<file path="config.mk">
export PLATFORM = sky130hd
export DESIGN_NAME = wave_sdram_arbiter
export DESIGN_NICKNAME = d
export VERILOG_FILES = /design/src/rtl/wave_sdram_arbiter.sv
export SDC_FILE = /design/constraint.sdc
export NUM_CORES = 1
export LEC_CHECK = 0
export ABC_CLOCK_PERIOD_IN_PS = 2700
export CAP_MARGIN = 20
export CORE_MARGIN = 2
export CORE_UTILIZATION = 39
export DETAILED_ROUTE_END_ITERATION = 8
export GPL_TIMING_DRIVEN = 0
export PLACE_DENSITY = 0.82
export SKIP_CTS_REPAIR_TIMING = 1
export SYNTH_ARGS = -nofsm -noshare
export SYNTH_HDL_FRONTEND = slang
export SYNTH_SLANG_ARGS = --single-unit
export TNS_END_PERCENT = 30
</file>
<file path="constraint.sdc">
create_clock -name clk -period 2.7 [get_ports clk]
set_input_delay 0.27 -clock clk [delete_from_list [all_inputs] [get_ports clk]]
set_output_delay 0.27 -clock clk [all_outputs]
set_load 0.01 [all_outputs]
</file>
<file path="src/rtl/wave_sdram_arbiter.sv">
// rtl/wave_sdram_arbiter.sv - SDRAM arbiter: ROM download writes plus 4 round-robin wave read channels.
// Optional SDRAM watchdog enabled by defining SAMPLE_ARB_TIMEOUT_EN.
module wave_sdram_arbiter #(
    parameter int ADDR_W  = 25,
    parameter int TIMEOUT = 64
) (
    input  logic              clk,
    input  logic              reset_n,
    input  logic              dl_active,
    input  logic              dl_wr,
    input  logic [ADDR_W-1:0] dl_addr,
    input  logic [7:0]        dl_data,
    input  logic [3:0]        ch_req,
    input  logic [79:0]       ch_addr,
    output logic [3:0]        ch_ack,
    output logic [15:0]       ch_data,
    output logic [ADDR_W-1:0] sd_addr,
    output logic              sd_we,
    output logic              sd_rd,
    output logic [7:0]        sd_din,
    input  logic [15:0]       sd_dout,
    input  logic              sd_ready,
    output logic              busy,
    output logic              dl_ovf,
    output logic              err
);

    typedef enum logic [1:0] {
        ST_IDLE,
        ST_WR,
        ST_RD,
        ST_ACK
    } state_t;

    state_t            state_q, state_d;
    logic              hold_vld_q, hold_vld_d;
    logic [ADDR_W-1:0] hold_addr_q, hold_addr_d;
    logic [7:0]        hold_data_q, hold_data_d;
    logic [1:0]        rr_q, rr_d;
    logic [3:0]        ch_ack_q, ch_ack_d;
    logic [15:0]       ch_data_q, ch_data_d;
    logic [ADDR_W-1:0] sd_addr_q, sd_addr_d;
    logic              sd_we_q, sd_we_d;
    logic              sd_rd_q, sd_rd_d;
    logic [7:0]        sd_din_q, sd_din_d;
    logic              dl_ovf_q, dl_ovf_d;

    logic              hold_take;
    logic              gnt_vld;
    logic [1:0]        gnt_idx;
    logic [1:0]        cand;
    logic [19:0]       gnt_addr;
    logic              to_hit;

    // Round-robin search: walk from furthest to nearest so the channel right after rr_q wins.
    always_comb begin
        gnt_vld = 1'b0;
        gnt_idx = rr_q;
        cand    = '0;
        for (int i = 4; i >= 1; i--) begin
            cand = rr_q + 2'(i);
            if (ch_req[cand]) begin
                gnt_vld = 1'b1;
                gnt_idx = cand;
            end
        end
    end

    always_comb begin
        case (gnt_idx)
            2'd0:    gnt_addr = ch_addr[19:0];
            2'd1:    gnt_addr = ch_addr[39:20];
            2'd2:    gnt_addr = ch_addr[59:40];
            default: gnt_addr = ch_addr[79:60];
        endcase
    end

    assign hold_take = (state_q == ST_IDLE) && hold_vld_q;

    // A slot being drained this cycle may be refilled by a coincident dl_wr.
    always_comb begin
        hold_vld_d  = hold_vld_q & ~hold_take;
        hold_addr_d = hold_addr_q;
        hold_data_d = hold_data_q;
        dl_ovf_d    = dl_ovf_q;
        if (dl_wr) begin
            if (hold_vld_q && !hold_take) begin
                dl_ovf_d = 1'b1;
            end else begin
                hold_vld_d  = 1'b1;
                hold_addr_d = dl_addr;
                hold_data_d = dl_data;
            end
        end
    end

`ifdef SAMPLE_ARB_TIMEOUT_EN
    localparam int CNT_W = $clog2(TIMEOUT + 1);
    logic [CNT_W-1:0] to_cnt_q;
    logic             err_q;

    assign to_hit = (to_cnt_q == CNT_W'(TIMEOUT - 1));

    always_ff @(posedge clk or negedge reset_n) begin
        if (!reset_n) begin
            to_cnt_q <= '0;
            err_q    <= 1'b0;
        end else begin
            if (state_d != state_q || state_q == ST_IDLE || state_q == ST_ACK) begin
                to_cnt_q <= '0;
            end else begin
                to_cnt_q <= to_cnt_q + 1'b1;
            end
            if ((state_q == ST_WR || state_q == ST_RD) && !sd_ready && to_hit) begin
                err_q <= 1'b1;
            end
        end
    end

    assign err = err_q;
`else
    assign to_hit = 1'b0;
    assign err    = 1'b0;
`endif

    always_comb begin
        state_d   = state_q;
        rr_d      = rr_q;
        ch_ack_d  = 4'b0000;
        ch_data_d = ch_data_q;
        sd_addr_d = sd_addr_q;
        sd_we_d   = 1'b0;
        sd_rd_d   = 1'b0;
        sd_din_d  = sd_din_q;
        case (state_q)
            ST_IDLE: begin
                if (hold_vld_q) begin
                    sd_we_d   = 1'b1;
                    sd_addr_d = hold_addr_q;
                    sd_din_d  = hold_data_q;
                    state_d   = ST_WR;
                end else if (!dl_active && gnt_vld) begin
                    sd_rd_d   = 1'b1;
                    sd_addr_d = ADDR_W'({gnt_addr, 1'b0});
                    rr_d      = gnt_idx;
                    state_d   = ST_RD;
                end
            end
            ST_WR: begin
                if (sd_ready || to_hit) begin
                    state_d = ST_IDLE;
                end
            end
            ST_RD: begin
                // rr_q holds the channel granted for this read.
                if (sd_ready) begin
                    ch_data_d = sd_dout;
                    ch_ack_d  = 4'b0001 << rr_q;
                    state_d   = ST_ACK;
                end else if (to_hit) begin
                    ch_data_d = 16'h0000;
                    ch_ack_d  = 4'b0001 << rr_q;
                    state_d   = ST_ACK;
                end
            end
            default: begin
                state_d = ST_IDLE;
            end
        endcase
    end

    always_ff @(posedge clk or negedge reset_n) begin
        if (!reset_n) begin
            state_q     <= ST_IDLE;
            hold_vld_q  <= 1'b0;
            hold_addr_q <= '0;
            hold_data_q <= '0;
            rr_q        <= 2'd3;
            ch_ack_q    <= '0;
            ch_data_q   <= '0;
            sd_addr_q   <= '0;
            sd_we_q     <= 1'b0;
            sd_rd_q     <= 1'b0;
            sd_din_q    <= '0;
            dl_ovf_q    <= 1'b0;
        end else begin
            state_q     <= state_d;
            hold_vld_q  <= hold_vld_d;
            hold_addr_q <= hold_addr_d;
            hold_data_q <= hold_data_d;
            rr_q        <= rr_d;
            ch_ack_q    <= ch_ack_d;
            ch_data_q   <= ch_data_d;
            sd_addr_q   <= sd_addr_d;
            sd_we_q     <= sd_we_d;
            sd_rd_q     <= sd_rd_d;
            sd_din_q    <= sd_din_d;
            dl_ovf_q    <= dl_ovf_d;
        end
    end

    assign ch_ack  = ch_ack_q;
    assign ch_data = ch_data_q;
    assign sd_addr = sd_addr_q;
    assign sd_we   = sd_we_q;
    assign sd_rd   = sd_rd_q;
    assign sd_din  = sd_din_q;
    assign busy    = (state_q != ST_IDLE);
    assign dl_ovf  = dl_ovf_q;

endmodule
</file>
# Yosys cells after proc, flatten, opt, wreduce, memory -nomap -nowiden
# Cells that the tools add are included.
# W data, S select, Z words.
dict set report word_totals {
  register_bits 94
  inputBits 138
  out_inout_bits 58
  elab_cells 79
}
dict set report classes {
  n_addsub 3
  n_lt_le_gt_ge 4
  n_eq_ne 7
  shift 1
  muxes 32
  n_bitwise 4
  reduce_logical 16
}
# op count
set ops {}
lappend ops {{$pmux W20 S3} 1}
lappend ops {{$mux W25} 2}
lappend ops {{$mux W1} 15}
lappend ops {{$mux W2} 7}
lappend ops {{$lt A2 B3 Y1 const B} 4}
lappend ops {{$reduce_and A2 Y1} 5}
lappend ops {{$bmux W1 S2} 4}
lappend ops {{$mux W4} 2}
lappend ops {{$pmux W2 S3} 1}
lappend ops {{$reduce_and A3 Y1} 2}
lappend ops {{$add A2 B2 Y2 const B} 2}
lappend ops {{$eq A2 B1 Y1 const B} 2}
lappend ops {{$eq A2 B2 Y1 const B} 2}
lappend ops {{$logic_not A2 Y1} 2}
lappend ops {{$ne A2 B2 Y1 const B} 2}
lappend ops {{$reduce_bool A2 Y1} 2}
lappend ops {{$shl A1 B2 Y4 const A} 1}
lappend ops {{$logic_and A1 B1 Y1} 3}
lappend ops {{$ne A3 B2 Y1 const B} 1}
lappend ops {{$not A1 Y1} 3}
lappend ops {{$add A2 B1 Y2 const B} 1}
lappend ops {{$logic_not A1 Y1} 2}
lappend ops {{$and A1 B1 Y1} 1}

# Logic depth before layout (Yosys ltp)
dict set report depth {
  word_depth 10
  mapped_depth 12
  depth_no_buf 8
}

# Worst setup path after synthesis
# OpenSTA, ideal clock, no wires.
dict set report synth_path {
  path_type {reg-to-reg}
  startpoint {register rr_q[0]}
  endpoint {register sd_addr_q[3] (netlist: sd_addr[3])}
  setup_time_ns 0.139
  t_arrival_ns 2.542
  required_ns 2.561
  slack_ns 0.019
  path_stages_with_launch 13
  n_path_buf 4
  synth_period_minus_slack_ns 2.681
  path_cell_list {dfstp_2 buf_4 inv_2 ha_1 buf_2 mux2_4 a22oi_4 a31oi_4 buf_6 buf_6 o21a_1 o41ai_2 o31ai_1}
}
dict set report synth_via {
  elab_chain_len 10
  elab_cells_between_ends 27
  cone_classes {add/sub: 3; eq/ne: 2; mux: 18; reduce/logical: 4}
}
# item line
set synth_rtl {}
lappend synth_rtl {{start: declaration} 39} ;# logic [1:0] rr_q, rr_d;
lappend synth_rtl {{start signal: assignment} 191} ;# rr_q <= rr_d;
lappend synth_rtl {{$add A2 B2 Y2} 61} ;# cand = rr_q + 2'(i);
lappend synth_rtl {{$bmux W1 S2} 62} ;# if (ch_req[cand]) begin
lappend synth_rtl {{$mux W1 (implied by the code)} 62}
lappend synth_rtl {{$mux W2 (3 in series)} 62}
lappend synth_rtl {{$eq A2 B2 Y1 (tied with other cells)} 70} ;# case (gnt_idx)
lappend synth_rtl {{$pmux W20 S3} 70}
lappend synth_rtl {{$mux W25} 142} ;# end else if (!dl_active && gnt_vld) begin
lappend synth_rtl {{$mux W25} 137} ;# if (hold_vld_q) begin
lappend synth_rtl {{end signal: assignment} 194} ;# sd_addr_q <= sd_addr_d;
lappend synth_rtl {{end: declaration} 42} ;# logic [ADDR_W-1:0] sd_addr_q, sd_addr_d;
# Parallel ways exist; a longest one is shown, timed or not. The select of a mux whose other input is x is not followed.
# A chain may end at the register's enable or synchronous reset.

# Final worst setup path
dict set report layout_path {
  startpoint {register rr_q[0]}
  endpoint {register sd_addr_q[7] (netlist: sd_addr[7])}
}
# Same word-level chain as after synthesis.

==> run_results.csv <==
group,metric,value,unit
timing,final.setup.tns,0,ns
finish,layout_common_cells,"clkdlybuf4s50_1 (193), dfrtp_1 (92), mux2_2 (59)",
die,rows,40,
drt,vias_per_cell,5.45,
cts,root_buffer,"clkbuf_16",
drt,finalWirelength,15400,um
finish,drive_above_1_share,25.9,%
logic_synthesis,ys_ff_latch,94,
timing,max-slew-margin-rel,44.5,%
critical_path,cp_max_fo,6,
logic_synthesis,synth_fp_nets,554,
placed_design,portBuffers,194,
run,maxCapViolCount,0,
cts,cts_buffers,9,
drt,first_pass_iters,5,
die,initial_core_util,39.8,%
cts,h-tree-depth,3,
timing,tightest_slew,0.833,ns
timing,holdWs,0.418,ns
critical_path,crit_top_cell,"buf_6",
placed_design,hpwl,11200,um
critical_path,worst_path_max_delay_cell,"dfstp_2",
die,dieArea,13100,um2
critical_path,max_stage_delay,0.56,ns
logic_synthesis,yosys_most_used_dff,"dfrtp_1",
finish,instances_no_fill,780,
die,fp.dieW,115,um
critical_path,worstSetupStartpointType,"flip-flop",
outcome,status,"finished, final reports clean",
global_route,grt_max_degree,61,
drt,post_drt_wl_per_cell,19.8,um
global_route,grt_antenna_before_repair,0,
timing,skew,0.00921,ns
finish,fin_nets,772,
placed_design,gp_congestion,0.900,
global_route,grt_usage,22.5,%
finish,antennaDiodeCount,0,
drt,drc,0,
global_route,overflow,0,
timing,hold_viol_final,0,
cts,numClockSinks,94,
placed_design,place_inst,754,
global_route,grt_pass1_vias,4467,
critical_path,crit_arrival,2.92,ns
logic_synthesis,synth.distinct_cells,49,
logic_synthesis,syn_area,4760,um2
logic_synthesis,synth_area_per_cell,11.6,um2
critical_path,crit_type,"flip-flop to flip-flop",
timing,timing.final.max_slew_violations,0,
timing,clock.fmax,372,MHz
critical_path,required,2.93,ns
finish,area_growth_syn_to_layout,61.0,%
die,design.core.area,12000,um2
timing,fin_crit_sh,99.7,%
critical_path,cp-end-kind,"flip-flop",
power_and_ir_drop,p_per_area,1180,nW/um2
power_and_ir_drop,ir_worst_vdd,0.000666,V
cts,path_clk_slew,0.07,ns
finish,fill_cells,907,
critical_path,critical_path.cell_chain,"buf_8 > inv_4 > ha_4 > buf_6 > mux2_4 > a22oi_4 > a31oi_4 > buf_6 > buf_12 > nor3b_4 > o41ai_2 > o31ai_1",
min_path,hold_class,"input pin to async pin",
cts,cts_tree,"yes",
logic_synthesis,yosysSeqAreaShare,49.4,%
die,die_y,115,um
power_and_ir_drop,leakagePower,3.11,nW
logic_synthesis,synth_edf_count,0,
logic_synthesis,synth-async-reset-ratio,100,%
finish,layout_commonest_cell,"clkdlybuf4s50_1",
finish,ff_latch_area,2350,um2
logic_synthesis,synth_warnings,0,
timing,setup_viol,0,
drt,drt-initial-drc-count,230,
drt,postRouteAntennaNets,0,
global_route,grt_pass1_wl,22700,um
cts,clk_latency,0.34,ns
finish,multi_input_area,2490,um2
logic_synthesis,postSynthCellCount,412,
cts,clk_path_buf_depth,2,
timing,min_period,2.69,ns
die,io_pins,196,
drt,vias,4248,
==> metrics by stage <==
stage          setup slack [ns]  instance area, um2  total power [mW]  util (%)
6_report                0.00843                7670              9.02      64.1
5_1_grt                 -0.0840                7670              9.54      64.1
4_1_cts                  -0.315                7170              8.08      60.0
3_5_place_dp             -0.305                6920              6.92      57.8
3_3_place_gp              -1.99                6890              6.73      57.6
2_1_floorplan            0.0188                4760              5.11         -
==> sequential cells by signal, summed over array words and instances, names as in the netlist <==
signal       flops
sd_we            1
sd_addr         25
rr_q             2
ch_ack           4
ch_data         16
dl_ovf           1
sd_rd            1
sd_din           8
state_q          2
hold_vld_q       1
hold_addr_q     25
hold_data_q      8
==> routing by layer <==
layer,vias to the layer above,GRT usage (%),wire (um),part of all wire [%]
met1,2062,26.5,5910,38
met3,38,6.14,1200,7.8
li1,1963,-,-,-
met2,185,38.1,7840,51
met5,-,0,0,0
met4,0,10.2,457,3.0
==> area by class of cell <==
class | count | area share [%]
tap | 147 | 2.40
sequential | 94 | 30.7
clock inverter | 3 | 0.310
buffer | 37 | 3.34
multi-input combinational | 268 | 32.5
inverter | 13 | 0.669
timing repair buffer | 207 | 27.0
clock buffer | 11 | 3.03
==> cell usage after synthesis (2+ instances only) <==
cell type | count | area share, %
dfstp_2 | 2 | 1.1
buf_4 | 4 | 0.63
nand2_1 | 32 | 2.5
o21a_1 | 28 | 4.4
a211oi_1 | 20 | 3.2
or3_1 | 2 | 0.26
clkbuf_1 | 18 | 1.4
dfrtp_1 | 92 | 48
buf_6 | 5 | 1.2
a21oi_1 | 2 | 0.21
o21ai_1 | 5 | 0.53
a2111oi_0 | 9 | 1.7
o21ai_0 | 4 | 0.42
o41ai_1 | 8 | 1.5
nor2b_1 | 3 | 0.39
ha_1 | 4 | 1.1
nor3b_1 | 19 | 3.0
nor2_1 | 12 | 0.95
inv_2 | 2 | 0.16
inv_1 | 11 | 0.87
mux2_2 | 60 | 14
buf_2 | 10 | 1.1
a22o_1 | 6 | 1.1
a22oi_1 | 10 | 1.6
a21o_1 | 2 | 0.32
o31ai_1 | 19 | 3.0
==> critical path, delay by kind of cell, from the launching register on <==
kind,cells,cell delay [ns]
compound gates,4,0.70
buf+inv,5,0.60
flops,1,0.56
mux,1,0.26
fa+ha+maj,1,0.24
simple gates,1,0.21
==> power by group <==
part	internal, mW	total, mW	switching, mW
clock network	0.616	1.14	0.525
registers	2.08	2.44	0.364
logic	2.72	5.43	2.71
==> final timing paths <==
check | start | endpoint | slack, ns | cells after the start
hold reg to reg | sd_addr[18] | sd_addr[18] | 0.48 | 2
setup / recovery | rr_q[0] | sd_addr[7] | 0.008 | 12
max in group asynchronous | reset_n | sd_din[1] | 1.64 | 3
hold / removal | reset_n | ch_data[13] | 0.42 | 2
min in group clk | sd_addr[18] | sd_addr[18] | 0.48 | 2
setup reg to reg | rr_q[0] | sd_addr[7] | 0.008 | 12
==> logic make-up after synthesis <==
kind of cell	after synthesis	share of synthesized area [%]
AOI/OAI and AO/OA	125	21.1
adders and majority gates	4	1.05
buffers and inverters	50	5.30
DFF	94	49.4
muxes	62	14.7
other	1	0.0787
and+or+nand+nor	76	8.32
Power figures use the tool's default switching activity.
